File: src/rtl/ahb3_mtimer_pkg.sv
// Shared constants and helpers for the AHB3-Lite machine timer.
// Register offsets are word indices, as decoded from HADDR[7:2].
// Build option: AHB3_MTIMER_PRESCALER_EN adds the PRESCALE register and prescaler.
package ahb3_mtimer_pkg;

    // Register word indices (byte offset >> 2)
    localparam logic [5:0] OFS_CONTROL  = 6'h00;  // 0x00
    localparam logic [5:0] OFS_PRESCALE = 6'h01;  // 0x04
    localparam logic [5:0] OFS_IPENDING = 6'h02;  // 0x08
    localparam logic [5:0] OFS_IENABLE  = 6'h03;  // 0x0C
    localparam logic [5:0] OFS_TIME_LO  = 6'h04;  // 0x10
    localparam logic [5:0] OFS_TIME_HI  = 6'h05;  // 0x14
    localparam logic [5:0] OFS_TIMECMP  = 6'h06;  // 0x18, two words per channel

    // HTRANS encodings
    localparam logic [1:0] HTRANS_IDLE   = 2'b00;
    localparam logic [1:0] HTRANS_BUSY   = 2'b01;
    localparam logic [1:0] HTRANS_NONSEQ = 2'b10;
    localparam logic [1:0] HTRANS_SEQ    = 2'b11;

    // HSIZE encodings
    localparam logic [2:0] HSIZE_BYTE = 3'b000;
    localparam logic [2:0] HSIZE_HALF = 3'b001;
    localparam logic [2:0] HSIZE_WORD = 3'b010;

    // Byte lanes touched by a transfer; any size above word acts as a word.
    function automatic logic [3:0] byte_enable(input logic [2:0] size, input logic [1:0] addr);
        logic [3:0] be;
        case (size)
            HSIZE_BYTE: be = 4'b0001 << addr;
            HSIZE_HALF: be = addr[1] ? 4'b1100 : 4'b0011;
            default:    be = 4'b1111;
        endcase
        return be;
    endfunction

    // Replace the enabled byte lanes of old_v with those of new_v.
    function automatic logic [31:0] merge_bytes(input logic [31:0] old_v,
                                                input logic [31:0] new_v,
                                                input logic [3:0]  be);
        logic [31:0] mask;
        mask = {{8{be[3]}}, {8{be[2]}}, {8{be[1]}}, {8{be[0]}}};
        return (old_v & ~mask) | (new_v & mask);
    endfunction

endpackage

File: src/rtl/ahb3_mtimer_ahb_if.sv
// AHB3-Lite slave front end: captures the address phase and presents the
// data-phase address, direction, byte enables and a valid flag.
// Handshake: an address phase is taken when i_hsel & i_hready & i_htrans[1];
// the following cycle is its data phase (o_dp_valid=1). This slave never
// stalls, so every accepted address phase completes in exactly one data cycle.
module ahb3_mtimer_ahb_if
    import ahb3_mtimer_pkg::*;
#(
    parameter int HADDR_SIZE = 16
) (
    input  logic                  i_clk,
    input  logic                  i_rst_n,
    input  logic                  i_hsel,
    input  logic [HADDR_SIZE-1:0] i_haddr,
    input  logic                  i_hwrite,
    input  logic [2:0]            i_hsize,
    input  logic [1:0]            i_htrans,
    input  logic                  i_hready,
    output logic                  o_dp_valid,
    output logic                  o_dp_write,
    output logic [HADDR_SIZE-1:0] o_dp_addr,
    output logic [3:0]            o_dp_be
);

    logic                  r_valid;
    logic                  r_write;
    logic [HADDR_SIZE-1:0] r_addr;
    logic [2:0]            r_size;
    logic                  w_accept;
    logic                  w_unused;

    // NONSEQ and SEQ both have bit 1 set; IDLE and BUSY never start a data phase.
    assign w_accept = i_hsel & i_hready & i_htrans[1];
    assign w_unused = i_htrans[0];

    // Latch address-phase controls; the valid flag lives for one data cycle.
    always_ff @(posedge i_clk or negedge i_rst_n) begin
        if (!i_rst_n) begin
            r_valid <= 1'b0;
            r_write <= 1'b0;
            r_addr  <= '0;
            r_size  <= HSIZE_BYTE;
        end else if (w_accept) begin
            r_valid <= 1'b1;
            r_write <= i_hwrite;
            r_addr  <= i_haddr;
            r_size  <= i_hsize;
        end else begin
            r_valid <= 1'b0;
        end
    end

    assign o_dp_valid = r_valid;
    assign o_dp_write = r_write;
    assign o_dp_addr  = r_addr;
    assign o_dp_be    = byte_enable(r_size, r_addr[1:0]);

endmodule

File: src/rtl/ahb3_mtimer.sv
// AHB3-Lite RISC-V style machine timer: 64-bit TIME counter, TIMERS 64-bit
// compare channels, registered pending bits and a level interrupt.
// Build option: AHB3_MTIMER_PRESCALER_EN adds PRESCALE/PCNT; without it TIME
// advances every cycle while enabled and offset 0x04 reads zero.
module ahb3_mtimer
    import ahb3_mtimer_pkg::*;
#(
    parameter int TIMERS     = 3,
    parameter int HADDR_SIZE = 16,
    parameter int HDATA_SIZE = 32
) (
    input  logic                  HRESETn,
    input  logic                  HCLK,
    input  logic                  HSEL,
    input  logic [HADDR_SIZE-1:0] HADDR,
    input  logic [HDATA_SIZE-1:0] HWDATA,
    output logic [HDATA_SIZE-1:0] HRDATA,
    input  logic                  HWRITE,
    input  logic [2:0]            HSIZE,
    input  logic [2:0]            HBURST,
    input  logic [3:0]            HPROT,
    input  logic [1:0]            HTRANS,
    input  logic                  HMASTLOCK,
    input  logic                  HREADY,
    output logic                  HREADYOUT,
    output logic                  HRESP,
    output logic                  tint
);

    logic                  w_dp_valid;
    logic                  w_dp_write;
    logic [HADDR_SIZE-1:0] w_dp_addr;
    logic [3:0]            w_dp_be;
    logic [5:0]            w_idx;
    logic                  w_wr;
    logic                  w_wr_ctrl;
    logic                  w_tick;
    logic [31:0]           w_ctrl_new;
    logic [31:0]           w_ien_new;
    logic [31:0]           w_rdata;
    logic [TIMERS-1:0]     w_ipend_next;
    logic                  w_unused;

    logic                  r_en;
    logic [TIMERS-1:0]     r_ienable;
    logic [TIMERS-1:0]     r_ipend;
    logic                  r_tint;
    logic [63:0]           r_time;
    logic [63:0]           r_timecmp [TIMERS];

    ahb3_mtimer_ahb_if #(
        .HADDR_SIZE (HADDR_SIZE)
    ) u_ahb_if (
        .i_clk      (HCLK),
        .i_rst_n    (HRESETn),
        .i_hsel     (HSEL),
        .i_haddr    (HADDR),
        .i_hwrite   (HWRITE),
        .i_hsize    (HSIZE),
        .i_htrans   (HTRANS),
        .i_hready   (HREADY),
        .o_dp_valid (w_dp_valid),
        .o_dp_write (w_dp_write),
        .o_dp_addr  (w_dp_addr),
        .o_dp_be    (w_dp_be)
    );

    assign w_idx      = w_dp_addr[7:2];
    assign w_wr       = w_dp_valid & w_dp_write;
    assign w_wr_ctrl  = w_wr && (w_idx == OFS_CONTROL);
    assign w_ctrl_new = merge_bytes({31'b0, r_en}, HWDATA, w_dp_be);
    assign w_ien_new  = merge_bytes({{(32-TIMERS){1'b0}}, r_ienable}, HWDATA, w_dp_be);
    assign w_unused   = ^{HBURST, HPROT, HMASTLOCK, w_dp_addr, w_ctrl_new[31:1], w_ien_new};

    assign HREADYOUT = 1'b1;
    assign HRESP     = 1'b0;
    assign HRDATA    = w_rdata;
    assign tint      = r_tint;

`ifdef AHB3_MTIMER_PRESCALER_EN
    logic        w_wr_presc;
    logic [31:0] r_prescale;
    logic [31:0] r_pcnt;

    assign w_wr_presc = w_wr && (w_idx == OFS_PRESCALE);
    assign w_tick     = r_en && (r_pcnt == r_prescale);

    // PRESCALE register and the prescaler count; any control or prescale write restarts the count.
    always_ff @(posedge HCLK or negedge HRESETn) begin
        if (!HRESETn) begin
            r_prescale <= '0;
            r_pcnt     <= '0;
        end else begin
            if (w_wr_presc)
                r_prescale <= merge_bytes(r_prescale, HWDATA, w_dp_be);
            if (!r_en || w_wr_ctrl || w_wr_presc || w_tick)
                r_pcnt <= '0;
            else
                r_pcnt <= r_pcnt + 32'd1;
        end
    end
`else
    assign w_tick = r_en;
`endif

    // CONTROL and IENABLE registers.
    always_ff @(posedge HCLK or negedge HRESETn) begin
        if (!HRESETn) begin
            r_en      <= 1'b0;
            r_ienable <= '0;
        end else begin
            if (w_wr_ctrl)
                r_en <= w_ctrl_new[0];
            if (w_wr && (w_idx == OFS_IENABLE))
                r_ienable <= w_ien_new[TIMERS-1:0];
        end
    end

    // TIME counter; a bus write to either half replaces the tick for that cycle, no carry.
    always_ff @(posedge HCLK or negedge HRESETn) begin
        if (!HRESETn) begin
            r_time <= '0;
        end else if (w_wr && (w_idx == OFS_TIME_LO)) begin
            r_time[31:0] <= merge_bytes(r_time[31:0], HWDATA, w_dp_be);
        end else if (w_wr && (w_idx == OFS_TIME_HI)) begin
            r_time[63:32] <= merge_bytes(r_time[63:32], HWDATA, w_dp_be);
        end else if (w_tick) begin
            r_time <= r_time + 64'd1;
        end
    end

    // TIMECMP registers, reset to all ones so nothing fires out of reset.
    always_ff @(posedge HCLK or negedge HRESETn) begin
        if (!HRESETn) begin
            for (int n = 0; n < TIMERS; n++)
                r_timecmp[n] <= '1;
        end else begin
            for (int n = 0; n < TIMERS; n++) begin
                if (w_wr && (w_idx == 6'(OFS_TIMECMP + 6'(2 * n))))
                    r_timecmp[n][31:0] <= merge_bytes(r_timecmp[n][31:0], HWDATA, w_dp_be);
                if (w_wr && (w_idx == 6'(OFS_TIMECMP + 6'(2 * n + 1))))
                    r_timecmp[n][63:32] <= merge_bytes(r_timecmp[n][63:32], HWDATA, w_dp_be);
            end
        end
    end

    // Unsigned 64-bit comparison per channel.
    always_comb begin
        w_ipend_next = '0;
        for (int n = 0; n < TIMERS; n++)
            w_ipend_next[n] = (r_time >= r_timecmp[n]);
    end

    // Pending bits and interrupt are registered together.
    always_ff @(posedge HCLK or negedge HRESETn) begin
        if (!HRESETn) begin
            r_ipend <= '0;
            r_tint  <= 1'b0;
        end else begin
            r_ipend <= w_ipend_next;
            r_tint  <= |(w_ipend_next & r_ienable);
        end
    end

    // Read mux from the latched data-phase address; unmapped or idle reads zero.
    always_comb begin
        w_rdata = '0;
        if (w_dp_valid) begin
            case (w_idx)
                OFS_CONTROL:  w_rdata[0] = r_en;
`ifdef AHB3_MTIMER_PRESCALER_EN
                OFS_PRESCALE: w_rdata = r_prescale;
`else
                OFS_PRESCALE: w_rdata = '0;
`endif
                OFS_IPENDING: w_rdata[TIMERS-1:0] = r_ipend;
                OFS_IENABLE:  w_rdata[TIMERS-1:0] = r_ienable;
                OFS_TIME_LO:  w_rdata = r_time[31:0];
                OFS_TIME_HI:  w_rdata = r_time[63:32];
                default: begin
                    for (int n = 0; n < TIMERS; n++) begin
                        if (w_idx == 6'(OFS_TIMECMP + 6'(2 * n)))
                            w_rdata = r_timecmp[n][31:0];
                        if (w_idx == 6'(OFS_TIMECMP + 6'(2 * n + 1)))
                            w_rdata = r_timecmp[n][63:32];
                    end
                end
            endcase
        end
    end

endmodule

File: config.mk
export PLATFORM = sky130hd
export DESIGN_NAME = ahb3_mtimer
export DESIGN_NICKNAME = d
export VERILOG_FILES = /design/src/rtl/ahb3_mtimer_pkg.sv /design/src/rtl/ahb3_mtimer_ahb_if.sv /design/src/rtl/ahb3_mtimer.sv
export SDC_FILE = /design/constraint.sdc
export NUM_CORES = 1
export LEC_CHECK = 0
export ABC_AREA = 0
export BUFFER_PORTS_ARGS = -buffer_cell sky130_fd_sc_hd__buf_4
export CORE_ASPECT_RATIO = 2
export CORE_MARGIN = 5
export CORE_UTILIZATION = 64
export DETAILED_ROUTE_END_ITERATION = 10
export PLACE_DENSITY_LB_ADDON = 0.15
export SKIP_LAST_GASP = 1
export SLEW_MARGIN = 5
export SYNTH_ARGS = -nofsm -noshare
export SYNTH_HDL_FRONTEND = slang
export SYNTH_SLANG_ARGS = --single-unit
File: constraint.sdc
create_clock -name HCLK -period 5.8 [get_ports HCLK]
set_clock_uncertainty 0.15 [all_clocks]
set_input_delay 0.58 -clock HCLK [delete_from_list [all_inputs] [get_ports HCLK]]
set_output_delay 0.58 -clock HCLK [all_outputs]
set_load 0.005 [all_outputs]
# Word level (Yosys, flattened, before mapping)
# Cells that the tools add are included.
[totals]
input_bits = 66
register_bits = 277
word_cells = 97
[op_classes]
n_shift = 1
reduce_logical = 19
magnitude_cmp = 3
mux = 17
bitwise = 27
eq_ne = 13
addsub = 1
[op_table]
columns = ["op", "n"]
rows = [
  ["2-to-1 mux 32 bit", 10],
  ["AND 32 bit", 9],
  ["OR 32 bit", 8],
  [">= comparator 64 bit", 3],
  ["case mux 29 bit (3 select lines)", 1],
  ["adder 64 x 1 -> 64 bit, second input constant", 1],
  ["2-to-1 mux 64 bit", 1],
  ["inverter 32 bit", 1],
  ["equality test 6 x 3 -> 1 bit, second input constant", 4],
  ["equality test 6 x 4 -> 1 bit, second input constant", 4],
  ["equality test 6 x 2 -> 1 bit, second input constant", 2],
  ["logical AND 1 bit", 10],
  ["case mux 2 bit (5 select lines)", 1],
  ["case mux 4 bit (2 select lines)", 1],
  ["AND 3 bit", 2],
  ["equality test 6 x 1 -> 1 bit, second input constant", 1],
  ["logical NOT 6 bit", 1],
  ["case mux 1 bit (6 select lines)", 1],
  ["AND 1 bit", 4],
  ["2-to-1 mux 4 bit", 1],
  ["AND reduction 2 bit", 2],
  ["nonzero test 2 bit", 2],
  ["OR reduction 4 bit", 1],
  ["<< shifter 1 x 2 -> 4 bit, first input constant", 1],
  ["9 further kinds", 9],
]

# Longest topological paths before layout
# Gate-level depths: netlist (run 1).
[depth]
word_depth = 9
depth_mapped = 10

# Modules after synthesis
# From an unflattened synthesis (run 1), not the netlist that was laid out.
[unflattened]
cells_unflattened = 2153
hier_area_um2 = 19197.2
[by_module_without_submodules]
columns = ["module", "cells_per_inst", "seq_area_each_um2", "area_per_inst_um2", "n_inst"]
rows = [
  ["ahb3_mtimer", 2100, 6846.6, 18301.3, 1],
  ["ahb3_mtimer_ahb_if", 53, 525.5, 895.9, 1],
]

# Least setup slack after synthesis (run 1)
# No wires, ideal clock.
[synth_timing]
kind = "reg2out"
startpoint = "reg u_ahb_if.r_addr[4], in the netlist u_ahb_if.o_dp_addr[4]"
endpoint = "out HRDATA[1]"
arrival_time_ps = 2080
path_slack_ps = 2990
path_stages_with_launch = 10
t_required_ps = 5070
path_buffers = 3
path_cell_list = "dfrtp_1 > buf_2 > or4b_1 > clkbuf_1 > nor3_4 > clkbuf_1 > a222oi_1 > nand3_1 > o21ai_0 > a21oi_1"
[synth_via]
elab_chain_len = 9
elab_cells_between_ends = 21
[synth_rtl]
columns = ["item", "line", "rtl"]
rows = [
  ["from (decl)", "ahb3_mtimer_ahb_if.sv:27", "logic [HADDR_SIZE-1:0] r_addr;"],
  ["from (signal assigned)", "ahb3_mtimer_ahb_if.sv:46", "r_addr <= i_haddr;"],
  ["equality test 6 x 3 -> 1 bit", "ahb3_mtimer.sv:182", "if (w_idx == 6'(OFS_TIMECMP + 6'(2 * n)))"],
  ["2-to-1 mux 32 bit", "ahb3_mtimer.sv:182", ""],
  ["2-to-1 mux 32 bit", "ahb3_mtimer.sv:184", "if (w_idx == 6'(OFS_TIMECMP + 6'(2 * n + 1)))"],
  ["2-to-1 mux 32 bit", "ahb3_mtimer.sv:182", ""],
  ["2-to-1 mux 32 bit", "ahb3_mtimer.sv:184", ""],
  ["2-to-1 mux 32 bit", "ahb3_mtimer.sv:182", ""],
  ["2-to-1 mux 32 bit", "ahb3_mtimer.sv:184", ""],
  ["case mux 2 bit (5 select lines) *", "ahb3_mtimer.sv:169", "case (w_idx)"],
  ["2-to-1 mux 32 bit *", "ahb3_mtimer.sv:168", "if (w_dp_valid) begin"],
  ["to (decl)", "ahb3_mtimer.sv:17", "output logic [HDATA_SIZE-1:0] HRDATA,"],
]
# Mark *: on every way between the ends. The rest lies on a longest branch, timed or not.

# Worst setup path in the final report (run 1)
[layout_timing]
startpoint = "reg u_ahb_if.r_addr[4], in the netlist u_ahb_if.o_dp_addr[4]"
endpoint = "out HRDATA[31]"
[layout_via]
elab_chain_len = 9
elab_cells_between_ends = 21
[layout_rtl]
columns = ["item", "line"]
rows = [
  ["equality test 6 x 3 -> 1 bit", "ahb3_mtimer.sv:182"],
  ["2-to-1 mux 32 bit", "ahb3_mtimer.sv:182"],
  ["2-to-1 mux 32 bit", "ahb3_mtimer.sv:184"],
  ["2-to-1 mux 32 bit", "ahb3_mtimer.sv:182"],
  ["2-to-1 mux 32 bit", "ahb3_mtimer.sv:184"],
  ["2-to-1 mux 32 bit", "ahb3_mtimer.sv:182"],
  ["2-to-1 mux 32 bit", "ahb3_mtimer.sv:184"],
  ["case mux 29 bit (3 select lines) *", "ahb3_mtimer.sv:169"],
  ["2-to-1 mux 32 bit *", "ahb3_mtimer.sv:168"],
]
# Marked as above.

==> results of run 1 <==
## metal layers
| layer | routed length, µm | part of all wire (%) |
|---|---|---|
| met5 | 0 | 0 |
| met4 | 6210 | 10 |
| met3 | 4490 | 7.2 |
| met2 | 31200 | 50 |
| met1 | 20200 | 33 |
## stage by stage
stage / setup slack [ns] / cells / total power, µW
global placement: 1.76 / 2414 / 3740
global route: 1.16 / 2464 / 5860
CTS: 1.41 / 2464 / 5600
floorplan: 2.99 / 2066 / 3250
finish: 1.23 / 2464 / 5640
detailed placement: 1.70 / 2414 / 3800
## report_power, final
group	total (µW)	switching, µW	internal [µW]
logic	1310	807	503
clock network	1810	810	1000
registers	2510	268	2250
## synth_stat cells, types with 3 or more instances
master / number
or2_2: 4
nand3_1: 45
buf_2: 16
a222oi_1: 32
a221oi_1: 45
a31oi_1: 39
nor2_2: 4
nand4_1: 48
nor3_1: 32
a22oi_1: 6
a211o_1: 4
buf_4: 3
mux2_2: 58
nand2b_1: 7
a21oi_1: 86
buf_1: 5
inv_1: 204
a211oi_1: 31
o221a_2: 3
nand2_1: 271
nor2b_1: 6
or3_1: 9
a2111oi_0: 5
and3_1: 15
o211ai_1: 10
a22o_1: 29
nor2_1: 130
a21o_1: 30
and2_1: 6
o21a_1: 11
clkbuf_1: 84
ha_1: 193
mux2i_1: 3
nor4_1: 7
o21ai_0: 228
a311oi_1: 14
dfrtp_1: 85
dfstp_2: 192
o22ai_1: 13
and4_1: 10
a221o_1: 3
## final cells by class
cell class | instances | area share [%]
Tap cell | 356 | 2.23
Clock inverter | 12 | 0.469
Multi-Input combinational cell | 1475 | 49.7
Clock buffer | 37 | 3.97
Inverter | 204 | 3.83
Sequential cell | 277 | 35.9
Timing Repair Buffer | 103 | 3.98
## critical path: cells and delay by family (launching register included)
family	cells	cell delay (ns)
AO/OA/AOI/OAI	2	0.94
AND/OR/NAND/NOR	2	1.68
flip-flops	1	0.46
buffers and inverters	1	0.20
## kinds of logic (layout without fill, tap and decap cells)
logic type / Yosys count / count (layout) / share of synthesized area, %
adders and majority gates: 193 / 193 / 13.2
other: 2 / 2 / 0.0411
buffers and inverters: 314 / 356 / 6.63
and+or+nand+nor: 610 / 610 / 15.5
muxes: 61 / 61 / 3.74
AOI/OAI and AO/OA: 608 / 608 / 21.6
DFF: 277 / 277 / 39.2
xor gates and xnor gates: 1 / 1 / 0.0479
## final timing paths
| check | from | end | slack, ns | cells after the start |
|---|---|---|---|---|
| worst min register to register | u_ahb_if.o_dp_write | u_ahb_if.o_dp_write | 0.35 | 1 |
| worst min-delay path | HADDR[6] | u_ahb_if.o_dp_addr[6] | 0.1 | 2 |
| worst max-delay path | u_ahb_if.o_dp_addr[4] | HRDATA[31] | 1.23 | 5 |
| min in group asynchronous | HRESETn | async pin | 0.53 | 2 |
| worst max register to register | flop | tint | 1.48 | 8 |
| max in group asynchronous | HRESETn | async pin | 3.76 | 3 |
## placed cells by master, fill, tap and decap left out, drive strengths merged, types with 46 or more instances in the layout
master and n:
a21oi 86, buf 102, dfrtp 85, dfstp 192, ha 193, inv 207, mux2 58, nand2 271
nand3 46, nand4 49, nor2 134, o21ai 230
## timing repair
action                                  CTS  global route
endpoints found under the setup margin    0             0
hold buffers                              1             0
hold endpoints to repair                 11             0
buffers inserted                          0             0
==> impl_metrics.py, run 1 <==
metrics = {
    "synthesis": {
        "synth.distinct_cells": 75,
        "synthCells": 2066,
        "synth.area.top_cells": "dfstp_2 28%, ha_1 13%, dfrtp_1 12%",
        "netlist.area_leader.share_pct": 27.6,
        "synth-main-ff-cell": "dfstp_2",
        "synth_seq_area_share_pct": 39.2,
        "synth_top_cell_by_area": "dfstp_2",
        "postSynthAreaPerCell_um2": 8.85,
        "async_flop_share_pct": 100,
        "mappedNetlistArea_mm2": 0.0183,
        "post_synthesis_register_bit_count": 277,
        "synthesized_nets": 2325,
        "synth_edf_count": 0,
        "ys.warnings.count": 0,
    },
    "final_layout": {
        "antenna_cells_inserted": 0,
        "filler_cell_count": 2270,
        "post-route-util_pct": 70.9,
        "multi_input_area_mm2": 0.00993,
        "num-nets-final": 2347,
        "final_cell_area_mm2": 0.0200,
        "share_of_layout_cells_above_drive_strength_1_pct": 20.2,
        "areaGrowthSynthToFinish_pct": 9.33,
        "final-seq-area_mm2": 0.00717,
    },
    "critical_path": {
        "critical_path.max_stage_delay_ns": 0.95,
        "worst_ep_arrival_time_ns": 3.84,
        "critical_path_required_ns": 5.07,
        "crit_path_kind": "reg2out",
        "critPathCaptureType": "output pin",
        "critPathMaxFanout": 18,
        "crit_path_top_delay_cell": "nor2_2",
        "crit_chain": "or4b_1 > nor2_2 > a221oi_1 > a31oi_1 > buf_4",
        "cp-start-kind": "flop",
    },
    "placed_design": {
        "postPlaceCellArea_mm2": 0.0191,
        "place.gp.congestion": 0.991,
        "detailedPlacementHpwl_um": 45800,
        "port_buffers": 81,
    },
    "sta": {
        "hold_violations": 0,
        "hold_slack_ns": 0.0959,
        "max-slew-margin-rel_pct": 21.5,
        "rsz0062_at_grt": "no",
        "setup_total_negative_slack_ns": 0,
        "final.period_utilization_pct": 78.8,
        "tightest_slew_ns": 1.18,
        "final.min_clock_period_ns": 4.57,
        "fmaxAchievable_mhz": 219,
        "final_max_slew_viol_count": 0,
        "setup_violations": 0,
    },
    "pwr": {
        "pd_cells_mw_per_mm2": 282,
        "leakagePower_uw": 0.00947,
        "peakVddDrop_mv": 0.331,
    },
    "route": {
        "drt_wl_total_um": 62100,
        "drt-initial-drc-count": 1615,
        "first_pass_iters": 6,
        "wl_per_cell_um": 25.2,
        "route.vias.total": 17000,
        "drt.antenna.violating_nets": 0,
        "post-route-drc-count": 0,
        "vias_per_cell": 6.89,
    },
    "cts": {
        "cts.htree.levels": 1,
        "cts_max_path_buffers": 3,
        "clock_insertion_delay_worst_skew_ns": 0.57,
        "cts_tree": "yes",
        "cts_inserted_buffers": 27,
        "numClockSinks": 277,
        "clk_transition_reported_paths_ns": 0.06,
        "clockRootBuffer": "clkbuf_16",
        "post_cts_resize_count": 0,
    },
    "floorplanning": {
        "die_w_um": 130,
        "start_util_pct": 64.9,
        "core_region_area_mm2": 0.0282,
        "io_pins": 101,
        "core.rowCount": 87,
        "floorplan.die.height_um": 249,
        "die_area_mm2": 0.0323,
    },
    "run": {
        "maxCapViolations": 0,
    },
    "grt": {
        "globalRoute.busiestLayer": "met2",
        "gr-usage-met3_pct": 5.73,
        "grt_first_pass_wirelength_um": 95600,
        "number_of_antenna_violations_at_the_first_check_in_global_routing": 0,
        "grt_pass1_vias": 17300,
        "grtUsageMet2_pct": 65.6,
        "met1_demand_to_capacity_share_in_global_routing_pct": 40.8,
        "grt_usage_pct": 38.4,
        "largest_net_degree_at_the_start_of_global_routing": 111,
        "gr-total-overflow": 0,
    },
    "min_path": {
        "timing.hold.worst.class": "in2reg",
    },
    "run_status": {
        "run_status": "complete, no violations",
    },
}
No activity file was read; power rests on OpenSTA's default activity.
==> run 2, diff against run 1 <==
--- a/config.mk
+++ b/config.mk
@@ -9,7 +9,7 @@
 export BUFFER_PORTS_ARGS = -buffer_cell sky130_fd_sc_hd__buf_4
 export CORE_ASPECT_RATIO = 2
 export CORE_MARGIN = 5
-export CORE_UTILIZATION = 64
+export CORE_UTILIZATION = 56
 export DETAILED_ROUTE_END_ITERATION = 10
 export PLACE_DENSITY_LB_ADDON = 0.15
 export SKIP_LAST_GASP = 1
==> constraint.sdc (replaced) <==
create_clock -name HCLK -period 4 [get_ports HCLK]
set_clock_uncertainty 0.15 [all_clocks]
set_input_delay 0.4 -clock HCLK [delete_from_list [all_inputs] [get_ports HCLK]]
set_output_delay 0.4 -clock HCLK [all_outputs]
set_load 0.005 [all_outputs]
==> run 2 against run 1 <==
Worst setup slack got worse by 1.1 ns. Combinational power up 48%. Cell area grew 4.0%. Die area is 13% higher. Final cell count grew 5.5%. Highest routed layer unchanged. Power is 50% higher. Via count is essentially flat. Hold slack worse by 0.054 ns. Global-route usage fell by 3.7 points.
==> impl_metrics.py, run 2 (synthesis results as in run 1) <==
metrics = {
    "floorplanning": {
        "io_pins": 101,
        "core.rowCount": 93,
        "die_area_mm2": 0.0366,
        "core_region_area_mm2": 0.0322,
        "start_util_pct": 56.7,
        "die_w_um": 138,
        "floorplan.die.height_um": 266,
    },
    "placed_design": {
        "port_buffers": 81,
        "postPlaceCellArea_mm2": 0.0194,
        "place.gp.congestion": 0.977,
        "dpl.cell_count": 2505,
        "detailedPlacementHpwl_um": 46700,
        "placement.setup.worst_slack_ns": 0.405,
    },
    "sta": {
        "hold_slack_ns": 0.0421,
        "fmaxAchievable_mhz": 258,
        "timing.final.ws_setup_ns": 0.121,
        "rsz0062_at_grt": "no",
        "final_max_slew_viol_count": 0,
        "setup_violations": 0,
        "final.min_clock_period_ns": 3.88,
        "setup_total_negative_slack_ns": 0,
        "tightest_slew_ns": 1.00,
        "max-slew-margin-rel_pct": 33.0,
        "hold_violations": 0,
        "final.period_utilization_pct": 97.0,
    },
    "route": {
        "drt.antenna.violating_nets": 0,
        "drt-initial-drc-count": 1638,
        "m1WireLength_um": 21500,
        "wl_per_cell_um": 24.4,
        "route.vias.total": 17000,
        "routed.top_layer": "met4",
        "drt_wl_total_um": 63400,
        "first_pass_iters": 8,
        "vias_per_cell": 6.53,
        "post-route-drc-count": 0,
        "met3RoutedLength_um": 3420,
        "route.met2.wl_um": 31500,
    },
    "cts": {
        "clk_transition_reported_paths_ns": 0.07,
        "cts_inserted_buffers": 27,
        "cts_hold_repair.buffers": 44,
        "post_cts_resize_count": 0,
        "cts_setup_buffers": 0,
        "numClockSinks": 277,
        "cts_tree": "yes",
        "cts.htree.levels": 1,
        "clockRootBuffer": "clkbuf_16",
        "cts_max_path_buffers": 3,
        "clock_insertion_delay_worst_skew_ns": 0.58,
    },
    "critical_path": {
        "critical_path.max_stage_delay_ns": 0.75,
        "critPathCaptureType": "output pin",
        "crit_path_top_delay_cell": "or4b_1",
        "crit_chain": "or4b_1 > nor3_4 > buf_12 > a22o_1 > a221oi_1 > a31oi_1 > buf_4",
        "worst_ep_arrival_time_ns": 3.33,
        "crit_path_kind": "reg2out",
        "cp-start-kind": "flop",
        "critical_path_required_ns": 3.45,
        "critPathMaxFanout": 23,
    },
    "grt": {
        "largest_net_degree_at_the_start_of_global_routing": 109,
        "grt_usage_pct": 34.7,
        "number_of_antenna_violations_at_the_first_check_in_global_routing": 0,
        "grt_pass1_vias": 17200,
        "grt_first_pass_wirelength_um": 97100,
        "gr-total-overflow": 0,
    },
    "final_layout": {
        "mostFrequentLayoutCells": "271 x nand2_1, 227 x o21ai_0, 204 x inv_1",
        "areaGrowthSynthToFinish_pct": 13.7,
        "final_cell_count_no_fill": 2599,
        "num-nets-final": 2410,
        "share_of_layout_cells_above_drive_strength_1_pct": 20.6,
        "final_cell_area_mm2": 0.0208,
        "antenna_cells_inserted": 0,
        "filler_cell_count": 2765,
        "final_common_cell": "nand2_1",
    },
    "min_path": {
        "timing.hold.worst.class": "in2reg",
    },
    "pwr": {
        "pd_cells_mw_per_mm2": 406,
        "peakVddDrop_mv": 0.421,
        "leakagePower_uw": 0.00979,
    },
    "run": {
        "maxCapViolations": 0,
    },
    "run_status": {
        "run_status": "complete, no violations",
    },
}
## run 2: cell count changes in the layout (fill, tap and decap cells not counted), moves of 2 or more
cell           before  now
buf_12              1    5
clkinvlp_4          1    3
bufinv_16           1    6
buf_4             100  116
inv_4               2    0
dlygate4sd3_1       1   44
clkbuf_8            6    2
## run 2: worst max-delay path: cells and delay by family (launching register included)
family,cells,cell delay (ns)
buf+inv,2,0.44
simple gates,2,1.31
compound gates,3,0.53
flops,1,0.47
## run 2: cell type report
cell class | count | area [µm²] | area share, %
clock inverters | 18 | 251 | 1.21
repair buffers | 166 | 1430 | 6.86
clock buffers | 32 | 714 | 3.43
multi-input cells | 1475 | 9930 | 47.8
flip-flops and latches | 277 | 7170 | 34.5
well taps | 427 | 534 | 2.57
inverters | 204 | 766 | 3.68
## run 2: where the power goes
group | internal (µW) | switching [µW] | leakage, µW
registers | 3260 | 364 | 0.00300
logic | 784 | 1160 | 0.00632
clock network | 1670 | 1220 | 0.000472
total | 5710 | 2740 | 0.00979
## run 2: final timing paths
kind,start,end,slack [ns],cells past startpoint
worst max-delay path,u_ahb_if.o_dp_addr[4],HRDATA[17],0.12,7
worst min-delay path,HWDATA[0],flop,0.04,2
worst max register to register,flop,tint,0.39,12
worst min register to register,u_ahb_if.o_dp_write,u_ahb_if.o_dp_write,0.36,1
max in group asynchronous,HRESETn,u_ahb_if.r_size[2],2.50,3
min in group asynchronous,HRESETn,async pin,0.22,2
## run 2: per-stage QoR
stage,total power (µW),utilization [%]
floorplan,4720,-
global placement,5440,60.2
detailed placement,5520,60.2
CTS,8440,64.5
global route,8820,64.5
finish,8450,64.5
## run 2: per-layer routing
| metal | up-vias | global-route usage [%] |
|---|---|---|
| met5 | - | 0 |
| met4 | 0 | 29.8 |
| met3 | 329 | 4.18 |
| met2 | 785 | 58.9 |
| met1 | 8199 | 37.3 |
| li1 | 7661 | - |
